## config.mk

```make
export PLATFORM = sky130hd
export DESIGN_NAME = regfile_sb
export DESIGN_NICKNAME = d
export VERILOG_FILES = /design/src/rtl/regfile_sb.sv
export SDC_FILE = /design/constraint.sdc
export NUM_CORES = 1
export LEC_CHECK = 0
export ABC_CLOCK_PERIOD_IN_PS = 4200
export CAP_MARGIN = 20
export CORE_MARGIN = 2
export CORE_UTILIZATION = 30
export DETAILED_ROUTE_END_ITERATION = 6
export DONT_BUFFER_PORTS = 1
export GPL_TIMING_DRIVEN = 0
export PLACE_DENSITY_LB_ADDON = 0.25
export SYNTH_ARGS = -nofsm -noshare
export SYNTH_HDL_FRONTEND = slang
export SYNTH_SLANG_ARGS = --single-unit
```

## constraint.sdc

```tcl
create_clock -name clk -period 4.2 [get_ports clk]
set_input_delay 1.26 -clock clk [delete_from_list [all_inputs] [get_ports clk]]
set_output_delay 1.26 -clock clk [all_outputs]
set_load 0.01 [all_outputs]
```

## src/rtl/regfile_sb.sv

```systemverilog
// Parametrised multi-read register file with a per-register pending scoreboard,
// a post-reset clear sweep, and optional r0 hardwiring / write-through bypass.
module regfile_sb #(
  parameter int unsigned XLEN     = 32,
  parameter int unsigned NREGS    = 8,
  parameter bit          ZERO_REG = 1'b1,
  parameter bit          BYPASS   = 1'b1,
  localparam int unsigned AW      = $clog2(NREGS)
) (
  input  logic            clk,
  input  logic            rst,
  input  logic            we,
  input  logic [AW-1:0]   wa,
  input  logic [XLEN-1:0] wd,
  input  logic [AW-1:0]   ra1,
  input  logic [AW-1:0]   ra2,
  output logic [XLEN-1:0] rd1,
  output logic [XLEN-1:0] rd2,
  input  logic            set_pend,
  input  logic [AW-1:0]   sa,
  output logic            pend1,
  output logic            pend2,
  output logic            busy
);

  typedef enum logic {CLEAR, RUN} state_t;

  localparam logic [AW-1:0] LAST = AW'(NREGS - 1);

  state_t            state;
  logic [AW-1:0]     idx;
  logic [XLEN-1:0]   rf [NREGS];
  logic [NREGS-1:0]  pend;
  logic              run;
  logic              we_eff;
  logic              set_eff;

  assign run  = (state == RUN);
  assign busy = (state == CLEAR);

  always_comb begin
    we_eff  = run && we && !(ZERO_REG && (wa == '0));
    set_eff = run && set_pend && !(ZERO_REG && (sa == '0));

    rd1   = '0;
    pend1 = 1'b0;
    if (run && !(ZERO_REG && (ra1 == '0))) begin
      if (BYPASS && we_eff && (wa == ra1)) begin
        rd1 = wd;
      end else begin
        rd1   = rf[ra1];
        pend1 = pend[ra1];
      end
    end

    rd2   = '0;
    pend2 = 1'b0;
    if (run && !(ZERO_REG && (ra2 == '0))) begin
      if (BYPASS && we_eff && (wa == ra2)) begin
        rd2 = wd;
      end else begin
        rd2   = rf[ra2];
        pend2 = pend[ra2];
      end
    end
  end

  always_ff @(posedge clk) begin
    if (rst) begin
      state <= CLEAR;
      idx   <= '0;
      pend  <= '0;
    end else if (state == CLEAR) begin
      rf[idx] <= '0;
      idx     <= idx + 1'b1;
      if (idx == LAST) state <= RUN;
    end else begin
      if (we_eff) begin
        rf[wa]   <= wd;
        pend[wa] <= 1'b0;
      end
      // Set is issued after clear so a same-address set wins.
      if (set_eff) pend[sa] <= 1'b1;
    end
  end

endmodule
```

==> Word level (Yosys, flattened, before mapping) <==
Memory sizes are Yosys's and may differ from the RTL's.
Index checks and enable logic that the tools add are counted.
{ "word_totals": {"reg_bits": 12, "ram_bits": 256, "input_bits": 48, "mem_count": 1} }
{ "memory_table": {"columns": ["name", "words", "width", "rd", "rd_clocked_by_memory_dff", "write_ports", "line_no", "source"], "rows": [
  ["rf", 8, 32, 2, 0, 1, "32", "logic [XLEN-1:0] rf [NREGS];"]
]} }
{ "op_classes": {"addsub": 1, "n_lt_le_gt_ge": 6, "eq_ne": 3, "mux": 32, "n_bitwise": 4, "n_reduce_logical": 19} }
{ "ops": {"columns": ["operator", "count"], "rows": [
  ["32-bit 2-to-1 mux", 5],
  ["8-bit 2-to-1 mux", 4],
  ["32-bit OR reduction", 1],
  ["1-bit 2-to-1 mux", 18],
  ["3-bit by 4-bit < comparator with 1-bit output (second input constant)", 4],
  ["3-bit logical NOT", 4],
  ["1-bit logical AND", 10],
  ["8-bit AND", 1],
  ["8-bit NOT", 1],
  ["8-bit OR", 1],
  ["1-bit binary-select mux with 3-bit select", 2],
  ["1-bit demux with 3-bit select", 2],
  ["3-bit == test", 2],
  ["3-bit by 1-bit greater-or-equal comparator with 1-bit output (second input constant)", 2],
  ["1-bit logical NOT", 4],
  ["3-bit by 1-bit adder with 3-bit output (second input constant)", 1],
  ["3-bit == test (second input constant)", 1],
  ["3-bit 2-to-1 mux", 1],
  ["1-bit NOT", 1]
]} }

==> Logic depth before layout (Yosys ltp) <==
{ "depth": {"depth_word": 11, "mapped_depth": 7, "mapped_depth_nobuf": 4} }

==> Least setup slack after synthesis <==
Ideal clock, no wire load.
{ "synth_timing": {"path_type": "input to register", "start": "input port wa[2]", "end": "memory rf[4][0], enable pin", "arrival_time_ps": 3387, "setup_slack_ps": 392, "cell_stages": 5, "n_path_buf": 1, "cell_sequence": "buf_4 > o311a_4 > nand2b_1 > a31oi_1 > nor2_1"} }
{ "synth_via": {"elab_chain_len": 9} }
{ "synth_lines": {"columns": ["element", "line_no", "source"], "rows": [
  ["start, declared", "13", "input logic [AW-1:0] wa,"],
  ["3-bit logical NOT", "42", "we_eff = run && we && !(ZERO_REG && (wa == '0));"],
  ["1-bit logical NOT", "42", null],
  ["1-bit logical AND", "42", null],
  ["1-bit 2-to-1 mux", "78", "if (we_eff) begin"],
  ["1-bit 2-to-1 mux", "73", "end else if (state == CLEAR) begin"],
  ["1-bit 2-to-1 mux", "69", "if (rst) begin"],
  ["1-bit 2-to-1 mux (implied by the code)", "79", "rf[wa] <= wd;"],
  ["32-bit OR reduction (no line)", null, null],
  ["3-bit 2-to-1 mux (no line) or 1-bit 2-to-1 mux (tied branches)", null, null],
  ["end, declared", "32", null]
]} }
Parallel ways exist; a longest one is shown, timed or not.

==> Worst setup path in the final report <==
{ "layout_timing": {"start": "input port ra1[1]", "end": "output port rd1[21]"} }
{ "layout_via": {"elab_chain_len": 4} }
{ "layout_lines": {"columns": ["element", "line_no", "source"], "rows": [
  ["start, declared", "15", "input logic [AW-1:0] ra1,"],
  ["parallel branches: the longest is 3 deep, another holds memory read 8 x 32 bit", null, null],
  ["32-bit 2-to-1 mux *", "47", "if (run && !(ZERO_REG && (ra1 == '0))) begin"],
  ["end, declared", "17", "output logic [XLEN-1:0] rd1,"]
]} }
Every way passes the cells marked *.

==> results by group <==
Placed design
  • Count of input and output buffers: 0
  • Post-detailed-placement half-perimeter wirelength: ~25,000 microns
  • Total cell area at the placement stage: 12,600 sq um
  • GPL Wtd Cong: 0.781

Power
  • Power density over the cells: approximately 380 nW/um^2
  • Pwr Total: 5.38 mW
  • P_leak: around 4.2 nW
  • Worst supply voltage drop on vdd: 0.271 mV

Layout
  • Layout cell share with drive strength beyond 1: a little under a third
  • Final net count: 959
  • Diode insertion count for antenna repair: 0
  • Count of filler cells inserted in the layout: 3,758
  • Multi-input gate area in the final layout: 4740 sq um
  • Synth-to-Final Area Change: 19.4%
  • Sequential cell area in the final layout: 6950 sq um
  • Cell area after layout: 14,100 sq um

Route
  • Final routed wirelength across all metal layers: about 38,000 microns
  • Post-detailed-route count of antenna-violating nets: 0
  • Vias per cell: roughly 5.6
  • Length of the first detailed-routing pass in iterations: 5
  • WL/cell: 26.1 microns
  • Count of unresolved DRC violations after routing: 0
  • Vias after detailed routing: slightly above 8,000
  • Number of design-rule violations left by the first detailed-router iteration: 655

Run status
  • Result of the run: finished, final reports clean

Critical path
  • CP Launch Type: input port
  • Crit path capture type: output pin
  • Setup CP Type: in -> out
  • R2r startpoint: run
  • Start point of the critical path: ra1[1]
  • Data required time of the worst path: 2.94 ns
  • Maximum fanout encountered on the critical timing path: 10
  • Data arrival time at the worst-slack endpoint: 2.92 ns

Floorplanning
  • Boundary pin count: ~120
  • Width of the die: 202 microns
  • DIE HEIGHT: 202 microns
  • Area of the die: 40,900 sq um
  • Initial core utilization: about 30%
  • FP Rows: a little over 70
  • Core area: between 30,000 and 40,000 sq um

Timing
  • Number of failing hold endpoints at the final stage: 0
  • Unrepaired setup endpoints after global routing: yes
  • Final max-slew violation count: 0
  • Final setup TNS: 0 ns
  • Final-report setup violation count: 0
  • Fin crit share: 99.5%
  • Post-Route Skew: 0.0150 ns
  • Max-Slew Margin vs Limit: between 40 and 50%
  • Worst-margin pin slew: 0.860 ns
  • Final critical-path required period: 4.18 ns
  • Achievable clock frequency: about 0.24 GHz

Synth
  • Number of enable flip-flop cells after synthesis: 224
  • Syn Std Cell Area: 11,800 sq um
  • Commonest register cell after synthesis: sky130_fd_sc_hd__edfxtp_1
  • Share of the synthesized area in compound gates (AO/OA/AOI/OAI): 14.2%
  • Sequential area share after synthesis: between 50% and 60%
  • Number of distinct library cells after synthesis: 39
  • Area share of xor/xnor cells in the synthesized design: 0.520%
  • Post-Syn Area per Cell: 13.6 sq um
  • Async SR Flop Fraction: 0%
  • Cell count after synthesis: 867
  • Number of synthesis warnings: 0
  • Post-synthesis share of cell area spent on and, or, nand and nor gates: 8.43%
  • Adder-Cell Fraction of Synth Area: less than 1%
  • Mapped Nets: approximately 920
  • Share of cell area taken by muxes after synthesis: 12.8%
  • Post-synthesis register bit count: 235
  • Combinational family with the most area after synthesis: compound AO/OA/AOI/OAI gates

Min path
  • Type of the tightest min-delay check: reg -> reg
  • Hold wc startpoint: pend[7]

GRT
  • Number of antenna violations at the first check in global routing: 0
  • Pin count of the biggest net entering global routing: 24
  • Vias in the first global route: 8,453
  • All-layer global routing usage: between 15 and 20%
  • Global-route wire length before repair: 55,400 microns
  • Total congestion overflow: 0

Clock tree
  • Clk buf depth: 3
  • Num CTS Buffers: 28
  • Clock Root Buffer: sky130_fd_sc_hd__clkbuf_16
  • H-tree Lvls: 1
  • CTS clk-pin slew, worst paths: 0.06 ns
  • TritonCTS clock tree: done
  • Sinks on Clock Net: 235
  • Clock insertion delay at the later pin of the skew report: 0.55 ns

Flow run
  • Max Cap Violations: 0
[registers in the layout, summed over array words and instances, names as in the netlist]
signal	flops
pend	7
rf	224
idx	3
run	1
[worst max-delay path, cell delays in order]
cell	delay (ns)
sky130_fd_sc_hd__buf_2	0.20
sky130_fd_sc_hd__and2_1	0.19
sky130_fd_sc_hd__clkbuf_1	0.18
sky130_fd_sc_hd__clkbuf_4	0.27
sky130_fd_sc_hd__a211oi_1	0.32
sky130_fd_sc_hd__a211oi_1	0.11
sky130_fd_sc_hd__nor3_2	0.38
[per-stage QoR]
step,cells,hold slack [ns],worst slack [ns],utilization (%)
6_report,1448,0.493,0.0197,36.3
5_1_grt,1448,0.527,-0.0142,36.3
4_1_cts,1443,0.498,0.000246,35.7
3_5_place_dp,1392,0.489,-0.498,32.6
3_3_place_gp,1385,0.479,-1.31,32.1
2_1_floorplan,867,0.460,0.392,-
[power by group]
group          leakage, nW  switching, mW  internal (mW)
logic                 1.84          0.289          0.174
registers             1.89         0.0262           2.60
clock network        0.425          0.958           1.34
total                 4.16           1.27           4.11
[routing by layer]
metal,track usage (%),wire [microns]
met1,24.2,16400
met4,4.82,942
met5,0,0
met2,30.0,17800
met3,3.95,2690
[path summary, 6_finish.rpt]
path | end | slack, ns | cells past startpoint
worst max-delay path | rd1[21] | 0.02 | 7
worst min-delay path | pend[7] | 0.49 | 2
worst max register to register | rf[4][31] | 1.65 | 5
worst min register to register | pend[7] | 0.49 | 2
[cells in the mapped netlist (3+ instances only)]
cell	instances	share of area [%]
sky130_fd_sc_hd__buf_1	3	0.095
sky130_fd_sc_hd__buf_4	5	0.32
sky130_fd_sc_hd__and2_1	33	1.8
sky130_fd_sc_hd__buf_6	9	0.86
sky130_fd_sc_hd__o22ai_1	66	3.5
sky130_fd_sc_hd__inv_1	37	1.2
sky130_fd_sc_hd__a31oi_1	4	0.21
sky130_fd_sc_hd__nand2b_1	3	0.16
sky130_fd_sc_hd__edfxtp_1	224	57
sky130_fd_sc_hd__o21ai_0	7	0.30
sky130_fd_sc_hd__buf_2	35	1.5
sky130_fd_sc_hd__nor2_1	81	2.6
sky130_fd_sc_hd__nand3_1	3	0.13
sky130_fd_sc_hd__dfxtp_1	11	1.9
sky130_fd_sc_hd__a21oi_1	7	0.30
sky130_fd_sc_hd__clkbuf_1	32	1.0
sky130_fd_sc_hd__xnor2_1	6	0.45
sky130_fd_sc_hd__a211oi_1	112	7.1
sky130_fd_sc_hd__a211oi_2	18	1.9
sky130_fd_sc_hd__mux2i_1	4	0.34
sky130_fd_sc_hd__nor3_1	67	2.8
sky130_fd_sc_hd__mux4_2	64	12
sky130_fd_sc_hd__o31ai_1	3	0.19
sky130_fd_sc_hd__nand2_1	10	0.32
[final cells by class]
| class | instances | share of cell area (%) |
|---|---|---|
| Inverter | 37 | 0.987 |
| Timing Repair Buffer | 12 | 1.37 |
| Sequential cell | 235 | 49.4 |
| Clock buffer | 32 | 5.09 |
| Clock inverter | 19 | 1.06 |
| Tap cell | 518 | 4.61 |
| Multi-Input combinational cell | 511 | 33.7 |
| Buffer | 84 | 3.88 |
[cell usage in the layout, fill, tap and decap left out, types with 3 or more instances in the layout]
master / netlist / final
sky130_fd_sc_hd__edfxtp_1: 224 / 224
sky130_fd_sc_hd__a211oi_1: 112 / 84
sky130_fd_sc_hd__nor2_1: 81 / 74
sky130_fd_sc_hd__o22ai_1: 66 / 66
sky130_fd_sc_hd__mux4_2: 64 / 64
sky130_fd_sc_hd__nor3_2: 0 / 49
sky130_fd_sc_hd__a211oi_2: 18 / 46
sky130_fd_sc_hd__inv_1: 37 / 37
sky130_fd_sc_hd__and2_1: 33 / 33
sky130_fd_sc_hd__clkbuf_16: 0 / 28
sky130_fd_sc_hd__clkbuf_2: 0 / 20
sky130_fd_sc_hd__buf_2: 35 / 17
sky130_fd_sc_hd__nor3_1: 67 / 17
sky130_fd_sc_hd__buf_4: 5 / 16
sky130_fd_sc_hd__clkbuf_1: 32 / 15
sky130_fd_sc_hd__buf_6: 9 / 14
sky130_fd_sc_hd__dfxtp_1: 11 / 11
sky130_fd_sc_hd__nand2_1: 10 / 10
sky130_fd_sc_hd__clkbuf_4: 0 / 10
sky130_fd_sc_hd__clkinv_1: 0 / 8
sky130_fd_sc_hd__nor2_4: 0 / 7
sky130_fd_sc_hd__o21ai_0: 7 / 7
sky130_fd_sc_hd__a21oi_1: 7 / 7
sky130_fd_sc_hd__clkinv_2: 0 / 7
sky130_fd_sc_hd__xnor2_1: 6 / 6
sky130_fd_sc_hd__buf_12: 0 / 5
sky130_fd_sc_hd__mux2i_1: 4 / 4
sky130_fd_sc_hd__a31oi_1: 4 / 4
sky130_fd_sc_hd__nand3_1: 3 / 3
sky130_fd_sc_hd__nand2b_1: 3 / 3
[cell families after synthesis]
kind of cell             Yosys count
XOR/XNOR                           7
flip-flops                       235
adder cells (fa/ha/maj)            2
multiplexers                      70
buffers and inverters            121
AND/OR/NAND/NOR                  208
AO/OA/AOI/OAI                    224
[what timing repair did]
| item | CTS | global route |
|---|---|---|
| pin swaps | 1 | 2 |
| hold buffers | 0 | 0 |
| endpoints found under the setup margin | 64 | 48 |
| buffers inserted | 0 | 5 |
| gates resized for setup | 83 | 50 |
No activity file was read; power rests on OpenSTA's default activity.
